`config.mk`:
```
export PLATFORM = sky130hd
export DESIGN_NAME = music_sequencer
export DESIGN_NICKNAME = d
export VERILOG_FILES = /design/src/rtl/music_sequencer.sv
export SDC_FILE = /design/constraint.sdc
export NUM_CORES = 1
export LEC_CHECK = 0
export ABC_CLOCK_PERIOD_IN_PS = 3300
export CAP_MARGIN = 10
export CORE_AREA = 2 2 54 76
export DETAILED_ROUTE_END_ITERATION = 16
export DIE_AREA = 0 0 56 78
export PLACE_DENSITY_LB_ADDON = 0.25
export SETUP_SLACK_MARGIN = 0.02
export SYNTH_ARGS = -nofsm -noshare
export SYNTH_HDL_FRONTEND = slang
export SYNTH_SLANG_ARGS = --single-unit
```
`constraint.sdc`:
```
create_clock -name CLK -period 3.3 [get_ports CLK]
set_clock_uncertainty 0.1 [all_clocks]
set_input_delay 0.495 -clock CLK [delete_from_list [all_inputs] [get_ports CLK]]
set_output_delay 0.495 -clock CLK [all_outputs]
set_load 0.02 [all_outputs]
```
`src/rtl/music_sequencer.sv`:
```
// Playback controller: mode word, score-ROM address and beat pacing.
// Song select, play/pause, stop, keyboard mode and end-of-song handling.
module music_sequencer #(
  parameter int unsigned BEAT_DIV = 3000,
  parameter int unsigned OFS_W    = 8,
  parameter bit          LOOP     = 1'b0
) (
  input  logic             CLK,
  input  logic             RST_N,
  input  logic [1:0]       SONG,
  input  logic             PLAY_PAUSE,
  input  logic             STOP,
  input  logic             KEY_MODE,
  output logic [3:0]       STATE,
  output logic [OFS_W+1:0] ROM_ADDR,
  output logic             BEAT,
  output logic             PLAYING
);

  localparam int PW = (BEAT_DIV > 1) ? $clog2(BEAT_DIV) : 1;
  localparam logic [PW-1:0] PMAX = PW'(BEAT_DIV - 1);
  localparam logic [OFS_W-1:0] OMAX = '1;

  typedef enum logic [3:0] {
    S_IDLE  = 4'b0000,
    S_PLAY  = 4'b0001,
    S_PAUSE = 4'b0010,
    S_KEYB  = 4'b0011,
    S_DONE  = 4'b0100
  } state_t;

  state_t           r_state;
  logic [1:0]       r_song;
  logic [OFS_W-1:0] r_ofs;
  logic [PW-1:0]    r_pre;
  logic             r_beat;
  logic             r_playing;

  state_t           w_state_n;
  logic [1:0]       w_song_n;
  logic [OFS_W-1:0] w_ofs_n;
  logic [PW-1:0]    w_pre_n;
  logic             w_beat_n;
  logic             w_tick;

  assign w_tick = (r_pre == PMAX);

  // State register and all registered outputs.
  always_ff @(posedge CLK or negedge RST_N) begin
    if (!RST_N) begin
      r_state   <= S_IDLE;
      r_song    <= '0;
      r_ofs     <= '0;
      r_pre     <= '0;
      r_beat    <= 1'b0;
      r_playing <= 1'b0;
    end else begin
      r_state   <= w_state_n;
      r_song    <= w_song_n;
      r_ofs     <= w_ofs_n;
      r_pre     <= w_pre_n;
      r_beat    <= w_beat_n;
      r_playing <= (w_state_n == S_PLAY);
    end
  end

  // Next state: STOP beats KEY_MODE beats PLAY_PAUSE; losers are dropped.
  always_comb begin
    w_state_n = r_state;
    w_song_n  = r_song;
    w_ofs_n   = r_ofs;
    w_pre_n   = r_pre;
    w_beat_n  = 1'b0;
    if (STOP) begin
      w_state_n = S_IDLE;
      w_ofs_n   = '0;
      w_pre_n   = '0;
    end else begin
      unique case (r_state)
        S_IDLE: begin
          if (KEY_MODE) begin
            w_state_n = S_KEYB;
          end else if (PLAY_PAUSE) begin
            w_state_n = S_PLAY;
            w_song_n  = SONG;
            w_ofs_n   = '0;
            w_pre_n   = '0;
          end
        end
        S_PLAY: begin
          if (PLAY_PAUSE) begin
            w_state_n = S_PAUSE;
          end else if (w_tick) begin
            w_pre_n  = '0;
            w_beat_n = 1'b1;
            if (r_ofs == OMAX) begin
              if (LOOP) w_ofs_n = '0;
              else      w_state_n = S_DONE;
            end else begin
              w_ofs_n = r_ofs + OFS_W'(1);
            end
          end else begin
            w_pre_n = r_pre + PW'(1);
          end
        end
        S_PAUSE: begin
          if (PLAY_PAUSE) w_state_n = S_PLAY;
        end
        S_KEYB: begin
          w_pre_n = '0;
          if (KEY_MODE) begin
            w_state_n = S_IDLE;
            w_ofs_n   = '0;
          end
        end
        S_DONE: begin
          if (KEY_MODE) begin
            w_state_n = S_KEYB;
          end else if (PLAY_PAUSE) begin
            w_state_n = S_PLAY;
            w_song_n  = SONG;
            w_ofs_n   = '0;
            w_pre_n   = '0;
          end
        end
        default: begin
          w_state_n = S_IDLE;
        end
      endcase
    end
  end

  assign STATE    = r_state;
  assign ROM_ADDR = {r_song, r_ofs};
  assign BEAT     = r_beat;
  assign PLAYING  = r_playing;

endmodule

```
==> qor.log <==
[floorplan] I/O pins 23
[worst_hold_path] min-delay worst type flip-flop to flip-flop
[detailed_routing] Initial DRC Count 62
[clock_network] cts-stage hold buffer count 0
[synth] count of warnings emitted by yosys 0
[timing] pin slew with the least headroom to its limit 0.538 ns
[worst_setup_path] critical path data required time 3.37 ns
[floorplan] row count 26
[synth] register bit total from synthesis 28
[synth] distinct cell type count of the synthesized netlist 45
[global_route] Overflow after GRT 0
[timing] setup repair after global routing missed its margin no
[clock_network] later-pin clock latency in the skew report 0.27 ns
[clock_network] number of CTS-inserted buffers 3
[clock_network] Sink Count 28
[synth] share of the yosys chip area belonging to registers 44.3%
[timing] highest attainable clock frequency 387 MHz
[clock_network] postcts setup bufs 0
[synth] netlist area before placement 0.00158 sq mm
[global_route] global-route wire length before repair 6230 um
[detailed_routing] detail-routed via count per cell 6.15
[synth] mean post-synth cell area 9.41 sq um
[floorplan] die footprint 0.00437 sq mm
[layout] area growth from synthesis to final layout 18.8%
[detailed_routing] routed length per instance 15.6 um
[global_route] pin count of the biggest net entering global routing 29
[place] HPWL reported at the end of detailed placement 2490 um
[timing] final count of hold timing violations 0
[clock_network] CTS Root Cell clkbuf_8
[floorplan] area of the core 0.00364 sq mm
[worst_setup_path] CP endpoint kind flip-flop
[worst_setup_path] Worst Setup Start Kind flip-flop
[place] Final Wtd Congestion 0.805
[clock_network] clock slew at reported path FFs 0.09 ns
[detailed_routing] antenna violation net count after detailed routing 0
[flow_run] max-cap viol count 0
[clock_network] clock buffer depth 2
[power_and_ir_drop] Pleak 0.775 nW
[global_route] antenna violations before repair 0
[layout] number of antenna repair diodes 0
[layout] most frequent cells in the layout dfrtp_1, clkdlybuf4s50_1, nor2_1
[synth] count of flip-flops with a built-in enable after synthesis 0
[timing] Setup-failing EPs final 0
[clock_network] post-CTS resize count 0
[timing] final setup TNS 0 ns
[timing] hold slack 0.409 ns
[timing] share of the clock period used by the worst path 78.4%
[worst_setup_path] slack of the worst reg-to-reg path 0.71 ns
[global_route] via count of the first global-routing pass 1,371
[synth] post-synth net total 177
[power_and_ir_drop] maximum ir drop on the vdd rail 0.193 mV
[place] port buffer count 22
[detailed_routing] Detailed Routing Iterations Pass 1 4
[global_route] Total GRT Usage 17.4%
[clock_network] clock tree from TritonCTS yes
[timing] fin. max-slew vios 0
[worst_setup_path] critical path fanouts, max 8
[floorplan] Die Y 78 um
[timing] Tmin final 2.59 ns
[floorplan] width of the chip 56 um
[detailed_routing] residual DRC count 0
[timing] Max-Slew Margin vs Limit 63.2%
[worst_setup_path] critical path arrival 2.65 ns
[synth] dominant synthesized flop cell dfrtp_1
[power_and_ir_drop] total power per unit cell area 342 mW/mm^2
[synth] gate count of the mapped netlist 168
[clock_network] CTS H-tree lvls 1
[floorplan] initial core utilization 43.4%
[status] outcome finished, final reports clean
[layout] NumNets Final 199
[layout] layout cells sized above 1 8.51%
[synth] proportion of register bits with asynchronous set or reset after synthesis 100%
[detailed_routing] DRT Wirelength 3600 um
[layout] most frequent standard cell in the layout excluding fill and tap cells dfrtp_1
[worst_setup_path] type of the worst setup path flip-flop to flip-flop
[detailed_routing] via count of the routed design 1,414
cell families (layout without fill, tap and decap cells):
logic type	after synthesis	in the layout	share of synthesized area, %
other	1	1	0.237
adders and majority gates	2	2	1.58
buffers and inverters	11	31	2.69
and+or+nand+nor	71	71	24.2
muxes	4	4	2.77
AOI/OAI and AO/OA	51	51	24.2
DFF	28	28	44.3
path summary, 6_finish.rpt:
| kind | start | endpoint | cells after the start |
|---|---|---|---|
| max reg2reg | r_pre[3] | r_ofs[6] | 5 |
| max | r_pre[3] | r_ofs[6] | 5 |
| min | r_song[0] | r_song[0] | 1 |
| max in group asynchronous | RST_N | r_pre[10] | 2 |
| min reg2reg | r_song[0] | r_song[0] | 1 |
| min in group asynchronous | RST_N | PLAYING | 2 |
sequential cells by signal (all words and copies together), names as in the netlist:
| signal | cells |
|---|---|
| r_pre | 12 |
| r_ofs | 8 |
| STATE | 4 |
| r_song | 2 |
| BEAT | 1 |
| PLAYING | 1 |
worst max-delay path, stage by stage (launching register included):
cell and delay (ns):
dfrtp_1 0.44, or4b_1 0.57, or4_4 0.46, o31a_4 0.33, or2_4 0.26, a211o_2 0.32
power breakdown:
part	switching (mW)	internal, mW	total (mW)
logic	0.0534	0.0426	0.0960
clock network	0.101	0.0820	0.183
registers	0.00906	0.353	0.362
total	0.164	0.478	0.642
through the flow:
stage / total power, mW / util (%) / setup slack, ns / cells / area, sq um
6_report: 0.642 / 51.5 / 0.714 / 230 / 1880
3_5_place_dp: 0.466 / 50.4 / 0.543 / 227 / 1840
2_1_floorplan: 0.424 / - / 0.831 / 168 / 1580
3_3_place_gp: 0.462 / 50.4 / 0.627 / 227 / 1840
5_1_grt: 0.678 / 51.5 / 0.645 / 230 / 1880
4_1_cts: 0.652 / 51.5 / 0.712 / 230 / 1880
final cells by class:
| type | instances | area, sq um |
|---|---|---|
| inverters | 5 | 18.8 |
| multi-input cells | 129 | 837 |
| well taps | 42 | 52.6 |
| clock buffers | 3 | 41.3 |
| repair buffers | 23 | 228 |
| flip-flops and latches | 28 | 701 |
| fillers | 352 | 1770 |
layer usage:
metal	wire length [um]	vias up	GRT usage, %
met5	0	-	0
met4	55	0	6.43
met3	135	5	1.83
met2	1860	44	30.2
met1	1550	687	22.1
li1	-	678	-
synthesized netlist by cell type, drive strengths merged, types with 2 or more instances:
cell	instances	area share [%]
o31ai	11	5.2
dfrtp	28	44
nand4	3	1.2
a21o	2	0.95
nor2b	6	2.4
a21oi	4	1.3
or4	4	2.1
nand2b	3	1.2
and3	3	1.2
clkbuf	5	1.2
nand3	9	2.9
mux2	3	2.1
nor4	4	1.6
nand2	8	1.9
a211o	2	1.2
ha	2	1.6
o21ai	13	4.1
nor3	5	1.6
or3	3	1.3
inv	5	1.2
a22o	8	4.5
nor2	18	4.3
No activity file was read; power rests on OpenSTA's default activity.
